### src/rtl/dual7seg_pkg.sv
// Shared constants, FSM state type and BCD helper for the dual 7-segment receiver.
// Segment patterns are g..a in bits 6..0, active-high (1 = lit).
package dual7seg_pkg;

    localparam logic [6:0] SEG_0    = 7'b0111111;
    localparam logic [6:0] SEG_1    = 7'b0000110;
    localparam logic [6:0] SEG_2    = 7'b1011011;
    localparam logic [6:0] SEG_3    = 7'b1001111;
    localparam logic [6:0] SEG_4    = 7'b1100110;
    localparam logic [6:0] SEG_5    = 7'b1101101;
    localparam logic [6:0] SEG_6    = 7'b1111101;
    localparam logic [6:0] SEG_7    = 7'b0000111;
    localparam logic [6:0] SEG_8    = 7'b1111111;
    localparam logic [6:0] SEG_9    = 7'b1100111;
    localparam logic [6:0] SEG_DASH = 7'b1000000;

    typedef enum logic [1:0] {
        ST_WAIT_EDGE,
        ST_SETTLE,
        ST_CAPTURE
    } state_e;

    // tens*10 as shift-and-add; 99 is the largest result, so 7 bits suffice.
    function automatic logic [6:0] bcd_to_bin(input logic [3:0] tens, input logic [3:0] units);
        logic [6:0] t;
        t = {3'b000, tens};
        return (t << 3) + (t << 1) + {3'b000, units};
    endfunction

endpackage

### src/rtl/dual7seg_rx_seg_decode.sv
// Combinational 7-segment (active-high, g..a) to BCD decoder with a pattern-valid flag.
module seg_decode
    import dual7seg_pkg::*;
(
    input  logic [6:0] seg_i,
    output logic [3:0] digit_o,
    output logic       ok_o
);

    always_comb begin
        digit_o = '0;
        ok_o    = 1'b0;
        case (seg_i)
            SEG_0:    begin digit_o = 4'd0; ok_o = 1'b1; end
            SEG_1:    begin digit_o = 4'd1; ok_o = 1'b1; end
            SEG_2:    begin digit_o = 4'd2; ok_o = 1'b1; end
            SEG_3:    begin digit_o = 4'd3; ok_o = 1'b1; end
            SEG_4:    begin digit_o = 4'd4; ok_o = 1'b1; end
            SEG_5:    begin digit_o = 4'd5; ok_o = 1'b1; end
            SEG_6:    begin digit_o = 4'd6; ok_o = 1'b1; end
            SEG_7:    begin digit_o = 4'd7; ok_o = 1'b1; end
            SEG_8:    begin digit_o = 4'd8; ok_o = 1'b1; end
            SEG_9:    begin digit_o = 4'd9; ok_o = 1'b1; end
            SEG_DASH: begin digit_o = 4'd0; ok_o = 1'b0; end
            default:  begin digit_o = 4'd0; ok_o = 1'b0; end
        endcase
    end

endmodule

### src/rtl/dual7seg_rx.sv
// Receiver for the multiplexed dual 7-segment bus: synchronizes, waits for the
// segments to settle after each select edge, decodes both digits and emits 0..99.
module dual7seg_rx
    import dual7seg_pkg::*;
#(
    parameter int unsigned SETTLE   = 4,
    parameter int unsigned TIMEOUT  = 1000000,
    parameter logic        SEL_TENS = 1'b0
) (
    input  logic       i_clk,
    input  logic       i_rst_n,
    input  logic [6:0] i_seg,
    input  logic       i_sel,
    output logic [6:0] o_value,
    output logic [3:0] o_tens,
    output logic [3:0] o_units,
    output logic       o_valid,
    output logic       o_err,
    output logic       o_stale
);

    localparam int unsigned SW = $clog2(SETTLE + 1);
    localparam int unsigned TW = $clog2(TIMEOUT + 1);

    logic [6:0]    seg_s1_q, seg_s2_q, seg_prev_q;
    logic          sel_s1_q, sel_s2_q, sel_prev_q;
    state_e        state_q;
    logic          slot_tens_q;
    logic          tens_seen_q;
    logic [3:0]    pend_tens_q;
    logic          pend_ok_q;
    logic [SW-1:0] settle_cnt_q, settle_cnt_d, settle_inc;
    logic [TW-1:0] tmo_cnt_q, tmo_cnt_d;
    logic [6:0]    value_q;
    logic [3:0]    tens_q, units_q;
    logic          valid_q, err_q;

    logic          sel_edge;
    logic          seg_stable;
    logic          settle_done;
    logic [3:0]    dec_digit;
    logic          dec_ok;

    assign sel_edge   = sel_s2_q ^ sel_prev_q;
    assign seg_stable = (seg_s2_q == seg_prev_q);

    seg_decode u_seg_decode (
        .seg_i   (~seg_s2_q),
        .digit_o (dec_digit),
        .ok_o    (dec_ok)
    );

    always_comb begin
        settle_inc   = settle_cnt_q + SW'(1);
        settle_cnt_d = settle_cnt_q;
        if (sel_edge) begin
            settle_cnt_d = '0;
        end else if (state_q == ST_SETTLE) begin
            settle_cnt_d = seg_stable ? settle_inc : '0;
        end
        settle_done = (state_q == ST_SETTLE) && !sel_edge && seg_stable
                      && (settle_inc == SW'(SETTLE));
    end

    always_comb begin
        tmo_cnt_d = tmo_cnt_q;
        if (sel_edge) begin
            tmo_cnt_d = '0;
        end else if (tmo_cnt_q != TW'(TIMEOUT)) begin
            tmo_cnt_d = tmo_cnt_q + TW'(1);
        end
    end

    // A select edge takes priority in every state, including CAPTURE, so a select
    // period shorter than SETTLE+2 never lets a slot reach capture.
    always_ff @(posedge i_clk or negedge i_rst_n) begin
        if (!i_rst_n) begin
            seg_s1_q     <= '0;
            seg_s2_q     <= '0;
            seg_prev_q   <= '0;
            sel_s1_q     <= 1'b0;
            sel_s2_q     <= 1'b0;
            sel_prev_q   <= 1'b0;
            state_q      <= ST_WAIT_EDGE;
            slot_tens_q  <= 1'b0;
            tens_seen_q  <= 1'b0;
            pend_tens_q  <= '0;
            pend_ok_q    <= 1'b0;
            settle_cnt_q <= '0;
            tmo_cnt_q    <= '0;
            value_q      <= '0;
            tens_q       <= '0;
            units_q      <= '0;
            valid_q      <= 1'b0;
            err_q        <= 1'b0;
        end else begin
            seg_s1_q     <= i_seg;
            seg_s2_q     <= seg_s1_q;
            seg_prev_q   <= seg_s2_q;
            sel_s1_q     <= i_sel;
            sel_s2_q     <= sel_s1_q;
            sel_prev_q   <= sel_s2_q;
            settle_cnt_q <= settle_cnt_d;
            tmo_cnt_q    <= tmo_cnt_d;
            valid_q      <= 1'b0;
            err_q        <= 1'b0;

            if (sel_edge) begin
                state_q     <= ST_SETTLE;
                slot_tens_q <= (sel_s2_q == SEL_TENS);
            end else begin
                case (state_q)
                    ST_WAIT_EDGE: state_q <= ST_WAIT_EDGE;
                    ST_SETTLE: begin
                        if (settle_done) state_q <= ST_CAPTURE;
                    end
                    ST_CAPTURE: begin
                        state_q <= ST_WAIT_EDGE;
                        if (slot_tens_q) begin
                            pend_tens_q <= dec_digit;
                            pend_ok_q   <= dec_ok;
                            tens_seen_q <= 1'b1;
                        end else if (!tens_seen_q) begin
                            pend_tens_q <= '0;
                            pend_ok_q   <= 1'b0;
                        end else begin
                            tens_seen_q <= 1'b0;
                            if (pend_ok_q && dec_ok) begin
                                value_q <= bcd_to_bin(pend_tens_q, dec_digit);
                                tens_q  <= pend_tens_q;
                                units_q <= dec_digit;
                                valid_q <= 1'b1;
                            end else begin
                                err_q   <= 1'b1;
                            end
                        end
                    end
                    default: state_q <= ST_WAIT_EDGE;
                endcase
            end
        end
    end

    assign o_value = value_q;
    assign o_tens  = tens_q;
    assign o_units = units_q;
    assign o_valid = valid_q;
    assign o_err   = err_q;
    assign o_stale = (tmo_cnt_q == TW'(TIMEOUT));

endmodule
### config.mk
export PLATFORM = sky130hd
export DESIGN_NAME = dual7seg_rx
export DESIGN_NICKNAME = d
export VERILOG_FILES = /design/src/rtl/dual7seg_pkg.sv /design/src/rtl/dual7seg_rx_seg_decode.sv /design/src/rtl/dual7seg_rx.sv
export SDC_FILE = /design/constraint.sdc
export NUM_CORES = 1
export LEC_CHECK = 0
export ABC_AREA = 1
export CAP_MARGIN = 20
export CORE_ASPECT_RATIO = 2
export CORE_MARGIN = 1
export CORE_UTILIZATION = 55
export DETAILED_ROUTE_END_ITERATION = 10
export GPL_ROUTABILITY_DRIVEN = 0
export PLACE_DENSITY = 0.73
export SYNTH_ARGS = -nofsm -noshare
export SYNTH_HDL_FRONTEND = slang
export SYNTH_SLANG_ARGS = --single-unit
### constraint.sdc
create_clock -name i_clk -period 2.87 [get_ports i_clk]
set_input_delay 0.287 -clock i_clk [delete_from_list [all_inputs] [get_ports i_clk]]
set_output_delay 0.287 -clock i_clk [all_outputs]
set_load 0.1 [all_outputs]
==> summary.md, run 1 <==
| Metric | Value |
|---|---|
| Status | finished with violations |
| Failing checks | design-rule violations |
| First-pass GRT wire length | 10.7 mm |
| Fin Setup TNS | 0 ps |
| Via count | 2,510 |
| IR Drop Worst-Case VDD | 0.435 mV |
| Adder and majority gate portion of the synthesized area | 4.85% |
| Tot GR Track Use | 22.1% |
| I/O pins | 28 |
| Post-CTS Setup Bufs | 0 |
| Vias/cell | 5.32 |
| Placed Cells incl. Taps | 456 |
| Crit path capture | o_value[6] |
| Maximum fanout along the worst path | 4 |
| Clock Sinks | 72 |
| Mux share of post-synthesis cell area | 0% |
| NumNets Final | 426 |
| Place WS | 177 ps |
| Area Overhead vs Synth | 17.4% |
| Post-Synth Simple-Gate Area | 23.1% |
| Clk Latency, worst-skew pair | 330 ps |
| TritonCTS clock tree | done |
| Crit. Startpoint | seg_s2_q[3] |
| Grt total ovfl | 0 |
| Via count of the first global-routing pass | 2,467 |
| Critical path startpoint category | flop |
| Inserted Diodes | 0 |
| # DRC | 4 |
| WS Path Type | reg2reg |
| Most frequent cells in the layout | dfrtp_1, nand2_1, inv_1 |
| Seq cells post-synth | 72 |
| Min Tclk post-route | 2670 ps |
| Post-synthesis compound-gate area fraction | 8.82% |
| Mean area per synthesized cell | 9.22 µm² |
| Pleak | 1.95 nW |
| Clk buf depth | 2 |
| Xor and xnor area share after synthesis | 2.57% |
| Setup Viol. Count Final | 0 |
| Num CTS Buffers | 9 |
| DP HPWL | 4.75 mm |
| Reg2Reg Depth | 15 |
| Core Region | 0.00601 mm² |
| R2R Path Start | seg_s2_q[3] |
| H-tree levels | 3 |
| Post-synthesis cell type count | 33 |
| DIE HEIGHT | 113 µm |
| Pwr dens | 586 mW/mm² |
| Sequential fraction of the synthesis area | 52.9% |
| Final non-filler cell total | 472 |
| Period utilization | 92.9% |
| Die W | 57.6 µm |
| Fillcell total | 487 |
| Max_slew headroom | 48.2% |
| Combinational family with the most area after synthesis | simple AND/OR/NAND/NOR gates |
| R2r setup slk | 200 ps |
| Initial DRC Count | 61 |
| CTS root buffer | clkbuf_16 |
| I/O Buffers | 27 |
| Yosys Warn Count | 0 |
| Final setup margin | 204 ps |
| Final hold violation count | 0 |
| Antenna violations before repair | 0 |
| Slew @ Worst Pin | 776 ps |
| Num rows | 40 |
| Clock Skew | 5.02 ps |
| Syn Inst Count | 369 |
| Max-cap viol count | 0 |
| Drt first pass iters | 7 |
| Routed Antenna Nets | 0 |
| Initial Util | 56.7% |
| Die Area | 0.00653 mm² |
| Slew Limit Fails | 0 |
| Largest net degree at the start of global routing | 39 |
| Layout cell share with drive strength beyond 1 | 17.8% |
| Most common cell after layout, fill and taps aside | dfrtp_1 |
| Routed wire per std cell | 13.4 µm |
| Max Clk Rate | 375 MHz |
| Synthesized Nets | 391 |
| CP endpoint kind | flop |
| Worst path required time | 3100 ps |
| Clock Pin Slew Worst Setup and Hold Paths | 60 ps |
| Capturing point of the worst reg2reg path | o_value[6] |
| Arr. time, crit path | 2890 ps |
| Post-Route WL | 6.31 mm |
| Hold WC Path Type | in2async |
| Worst hold slack | 34.9 ps |
| Mapped cell area | 0.00340 mm² |
==> routing by layer <==
layer | GRT usage (%) | vias to the layer above | part of all wire (%)
li1 | - | 1258 | -
met3 | 4.91 | 18 | 3.0
met4 | 14.0 | 0 | 3.6
met1 | 21.5 | 1184 | 36
met5 | 0 | - | 0
met2 | 40.3 | 50 | 58
==> cells in the mapped netlist <==
library cell / number / area [µm²]
clkbuf_1: 1 / 3.75
inv_1: 53 / 199
and2_1: 2 / 12.5
buf_4: 1 / 7.51
ha_1: 10 / 125
nor2_1: 40 / 150
o21ai_2: 9 / 78.8
o21ai_0: 14 / 70.1
nand2_1: 58 / 218
inv_2: 2 / 7.51
nand3_1: 16 / 80.1
nor4_1: 1 / 6.26
and3_1: 1 / 6.26
a21oi_1: 19 / 95.1
or2_2: 1 / 6.26
nor2_4: 1 / 11.3
nand3b_1: 1 / 7.51
xor2_1: 2 / 17.5
o211a_1: 1 / 10.0
xnor2_1: 8 / 70.1
nand2_2: 15 / 93.8
nor3_2: 1 / 10.0
nor2_2: 3 / 18.8
o22ai_1: 5 / 31.3
nand4_1: 12 / 75.1
fa_1: 2 / 40.0
a21boi_0: 1 / 7.51
buf_2: 1 / 5.00
nor3_1: 11 / 55.1
nand3_4: 2 / 35.0
buf_12: 2 / 40.0
o21a_1: 1 / 7.51
dfrtp_1: 72 / 1800
==> metrics by stage <==
| stage | util [%] | total power, W | instance area [µm²] |
|---|---|---|---|
| finish | 66.5 | 0.00234 | 3990 |
| global route | 66.5 | 0.00242 | 3990 |
| CTS | 66.4 | 0.00236 | 3990 |
| detailed placement | 61.2 | 0.00119 | 3670 |
| global placement | 61.2 | 0.00119 | 3670 |
| floorplan | - | 0.00114 | 3400 |
==> cell type report <==
| type | count | area (µm²) | area share, % |
|---|---|---|---|
| Clock inverter | 6 | 83.8 | 2.10 |
| Clock buffer | 10 | 229 | 5.73 |
| Timing Repair Buffer | 29 | 248 | 6.20 |
| Inverter | 55 | 206 | 5.17 |
| Tap cell | 63 | 78.8 | 1.97 |
| Sequential cell | 72 | 1800 | 45.1 |
| Multi-Input combinational cell | 237 | 1350 | 33.7 |
==> flip-flops by register name, summed over array words and instances (netlist names) <==
name and flops:
o_units 3, state_q 2, seg_s2_q 7, seg_prev_q 7, o_value 7, pend_tens_q 4
o_tens 4, sel_s2_q 1, sel_s1_q 1, o_err 1, tens_seen_q 1, slot_tens_q 1
sel_prev_q 1, seg_s1_q 7, o_valid 1, tmo_cnt_q 20, pend_ok_q 1, settle_cnt_q 3
==> critical path, stage by stage, from the launching register on <==
cell,delay (ps)
dfrtp_1,420
inv_1,100
nand2_1,100
nor2_1,170
nand2_1,70
nand2_1,90
inv_1,90
fa_1,480
inv_1,70
fa_1,470
nand3_1,110
nand2_1,70
xor2_1,130
nand4_1,90
nand2_1,80
inv_1,30
==> what timing repair did <==
action | in CTS | in global routing
hold buffers | 0 | 0
endpoints found under the setup margin | 0 | 1
gates resized for setup | 0 | 3
==> power by group <==
part           switching [W]  leakage, nW  internal, W
Sequential         0.0000217        0.940      0.00104
Combinational      0.0000652        0.855    0.0000436
Clock               0.000411        0.156     0.000757
Total               0.000498         1.95      0.00184
==> cell families (layout without fill, tap and decap cells) <==
| kind of cell | Yosys count | after routing |
|---|---|---|
| AOI/OAI and AO/OA | 50 | 50 |
| xor gates and xnor gates | 10 | 10 |
| adders and majority gates | 12 | 12 |
| buffers and inverters | 60 | 100 |
| DFF | 72 | 72 |
| and+or+nand+nor | 165 | 165 |
==> worst min path at each step <==
stage / end / slack, ps / cells past startpoint
detailed placement: seg_s2_q[1] / 330 / 0
CTS: o_value[1] / 50 / 1
finish: o_value[1] / 30 / 1
global placement: sel_s2_q / 330 / 0
floorplan: o_err / -9 / 0
global route: o_value[1] / 100 / 1
No activity file was read; power rests on OpenSTA's default activity.
==> run 2: changes to the inputs <==
--- a/config.mk
+++ b/config.mk
@@ -10,6 +10,7 @@
 export CORE_ASPECT_RATIO = 2
 export CORE_MARGIN = 1
 export CORE_UTILIZATION = 55
+export CTS_BUF_LIST = sky130_fd_sc_hd__clkbuf_16
 export DETAILED_ROUTE_END_ITERATION = 10
 export GPL_ROUTABILITY_DRIVEN = 0
 export PLACE_DENSITY = 0.73
==> summary.md, run 2 (same netlist as run 1, synthesis figures left out) <==
| Metric | Value |
|---|---|
| Sw Ratio | 21.3% (+0.055 points) |
| DP HPWL | 4.75 mm (unchanged) |
| Pwr dens | 585 mW/mm² (-0.13%) |
| Initial Util | 56.7% (unchanged) |
| Post-CTS Setup Bufs | 0 (unchanged) |
| Post-Route WL | 6.31 mm (about the same) |
| Final Core Density | 66.5% (unchanged) |
| Clock Pin Slew Worst Setup and Hold Paths | 60 ps (about the same) |
| WS Path Type | reg2reg |
| Slew @ Worst Pin | 780 ps (+3.31 ps) |
| Inserted Diodes | 0 (unchanged) |
| Clk pwr share | 49.8% (about the same) |
| CP max-delay cell | fa_1 |
| Hold WC Path Type | in2async |
| Drt first pass iters | 7 (unchanged) |
| Clk buf depth | 2 (unchanged) |
| Routed wire per std cell | 13.4 µm (about the same) |
| H-tree levels | 3 (unchanged) |
| CTS-repair resized insts | 0 (unchanged) |
| Worst path required time | 3100 ps (about the same) |
| R2R Path Start | seg_s2_q[3] |
| CTS root buffer | clkbuf_16 |
| CP cell instances | inv_1 -> nand2_1 -> nor2_1 -> nand2_1 -> nand2_1 -> inv_1 -> fa_1 -> inv_1 -> fa_1 -> nand3_1 -> nand2_1 -> xor2_1 -> nand4_1 -> nand2_1 -> inv_1 |
| Arr. time, crit path | 2890 ps (about the same) |
| Critical path startpoint category | flop |
| Antenna violations before repair | 0 (unchanged) |
| Routed Antenna Nets | 0 (unchanged) |
| DIE HEIGHT | 113 µm (unchanged) |
| Clock Sinks | 72 (unchanged) |
| Initial DRC Count | 61 (unchanged) |
| Final hold violation count | 0 (unchanged) |
| Clk Latency, worst-skew pair | 330 ps (about the same) |
| I/O Buffers | 27 (unchanged) |
| Crit path capture | o_value[6] |
| Num CTS Buffers | 9 (unchanged) |
| Psw | 0.000498 W (+0.13%) |
| Most common cell after layout, fill and taps aside | dfrtp_1 |
| Maximum fanout along the worst path | 4 (unchanged) |
| Max Clk Rate | 375 MHz (about the same) |
| Min Tclk post-route | 2670 ps (+0.520 ps) |
| Most used cell, CP | nand2_1 |
| Max_slew headroom | 48.0% (-0.22 points) |
| I/O pins | 28 (unchanged) |
| Core Region | 0.00601 mm² (unchanged) |
| Period utilization | 92.9% (about the same) |
| Capturing point of the worst reg2reg path | o_value[6] |
| First-pass GRT wire length | 10.7 mm (unchanged) |
| Most frequent cells in the layout | dfrtp_1, nand2_1, inv_1 |
| Reg2Reg Depth | 15 (unchanged) |
| Num rows | 40 (unchanged) |
| Clock Skew | 5.02 ps (unchanged) |
| IR Drop Worst-Case VDD | 0.437 mV (+0.34%) |
| CP endpoint kind | flop |
| Crit. Startpoint | seg_s2_q[3] |
| Via count | 2,511 (+0.040%) |
| Largest net degree at the start of global routing | 39 (unchanged) |
| Die W | 57.6 µm (unchanged) |
| TritonCTS clock tree | done |
| Layout cell share with drive strength beyond 1 | 17.8% (unchanged) |
| Slew Limit Fails | 0 (unchanged) |
| Power Total | 0.00234 W (-0.13%) |
| Tot GR Track Use | 22.1% (unchanged) |
| Grt total ovfl | 0 (unchanged) |
| R2r setup slk | 200 ps (about the same) |
| Setup Viol. Count Final | 0 (unchanged) |
| Die Area | 0.00653 mm² (unchanged) |
| Logic pwr share | 4.7% (about the same) |
| Cell Int Power | 0.00184 W (-0.19%) |
| Vias/cell | 5.32 (about the same) |
| # DRC | 4 (unchanged) |
| Via count of the first global-routing pass | 2,467 (unchanged) |
| Largest register FFs | 20 (unchanged) |
| NumNets Final | 426 (unchanged) |
| Failing checks | design-rule violations |
| Seq pwr share | 45.5% (about the same) |
| Max-cap viol count | 0 (unchanged) |
| Area Overhead vs Synth | 17.4% (unchanged) |
| Worst hold slack | 36.2 ps (+1.29 ps) |
| Pleak | 1.96 nW (+0.21%) |
| Final non-filler cell total | 472 (unchanged) |
| Status | finished with violations |
| Most flop-heavy register | tmo_cnt_q |
| Worst path max stage delay | 480 ps (about the same) |
| Placed Cells incl. Taps | 456 (unchanged) |
| Hold buffers post-CTS | 0 (unchanged) |
-- run 2: cell types whose count changed in the layout (fill, tap and decap cells not counted), sizes merged --
| cell | previous run | this run |
|---|---|---|
| clkbuf | 10 | 9 |
| inv | 55 | 56 |
-- run 2: power by group through the flow --
stage / sequential (W) / combinational [W] / clock (W)
finish: 0.00106 / 0.000109 / 0.00116
global route: 0.00107 / 0.000124 / 0.00122
CTS: 0.00106 / 0.000111 / 0.00118
detailed placement: 0.00108 / 0.000111 / 0
global placement: 0.00108 / 0.000109 / 0
floorplan: 0.00108 / 0.0000611 / 0
-- run 2: how the worst min path moves through the flow --
stage                start     endpoint  cells after the start
6_report           i_rst_n   o_value[1]                      1
5_1_grt            i_rst_n   o_value[1]                      1
4_1_cts            i_rst_n   o_value[1]                      1
3_5_place_dp   seg_s1_q[1]  seg_s2_q[1]                      0
3_3_place_gp      sel_s1_q     sel_s2_q                      0
2_1_floorplan      i_rst_n        o_err                      0
-- run 2: per-stage QoR --
stage,area (µm²),setup TNS [ps],worst slack [ps]
after global placement,3670,0,275
after CTS,3990,0,158
final,3990,0,204
after detailed placement,3670,0,177
after floorplan,3400,0,394
after global routing,3990,-1.02,-1.02
-- run 2: area by class of cell --
type	instances	area, µm²
sequential	72	1800
clock buffer	9	225
multi-input combinational	237	1350
tap	63	78.8
clock inverter	7	87.6
timing repair buffer	29	248
fill	487	2010
inverter	55	206
-- run 2: worst max-delay path, delay by kind of cell, from the launching register on --
| family | cells | cell delay (ps) |
|---|---|---|
| simple gates | 8 | 780 |
| fa+ha+maj | 2 | 950 |
| xor+xnor | 1 | 130 |
| buf+inv | 4 | 290 |
| flops | 1 | 420 |
-- run 2: per-layer routing --
metal  vias up  share of wire, %  routed length (µm)  track usage (%)
met3        18               2.9                 185             4.91
met5         -                 0                   0                0
met2        45                58                3630             40.3
met1      1189                36                2270             21.5
li1       1259                 -                   -                -
met4         0               3.6                 228             14.0
==> run 3: changes to the inputs <==
--- a/config.mk
+++ b/config.mk
@@ -6,7 +6,6 @@
 export NUM_CORES = 1
 export LEC_CHECK = 0
 export ABC_AREA = 1
-export CAP_MARGIN = 20
 export CORE_ASPECT_RATIO = 2
 export CORE_MARGIN = 1
 export CORE_UTILIZATION = 55
==> results of run 3 <==
The final DEF is identical to that of run 2; final timing and power are the same.
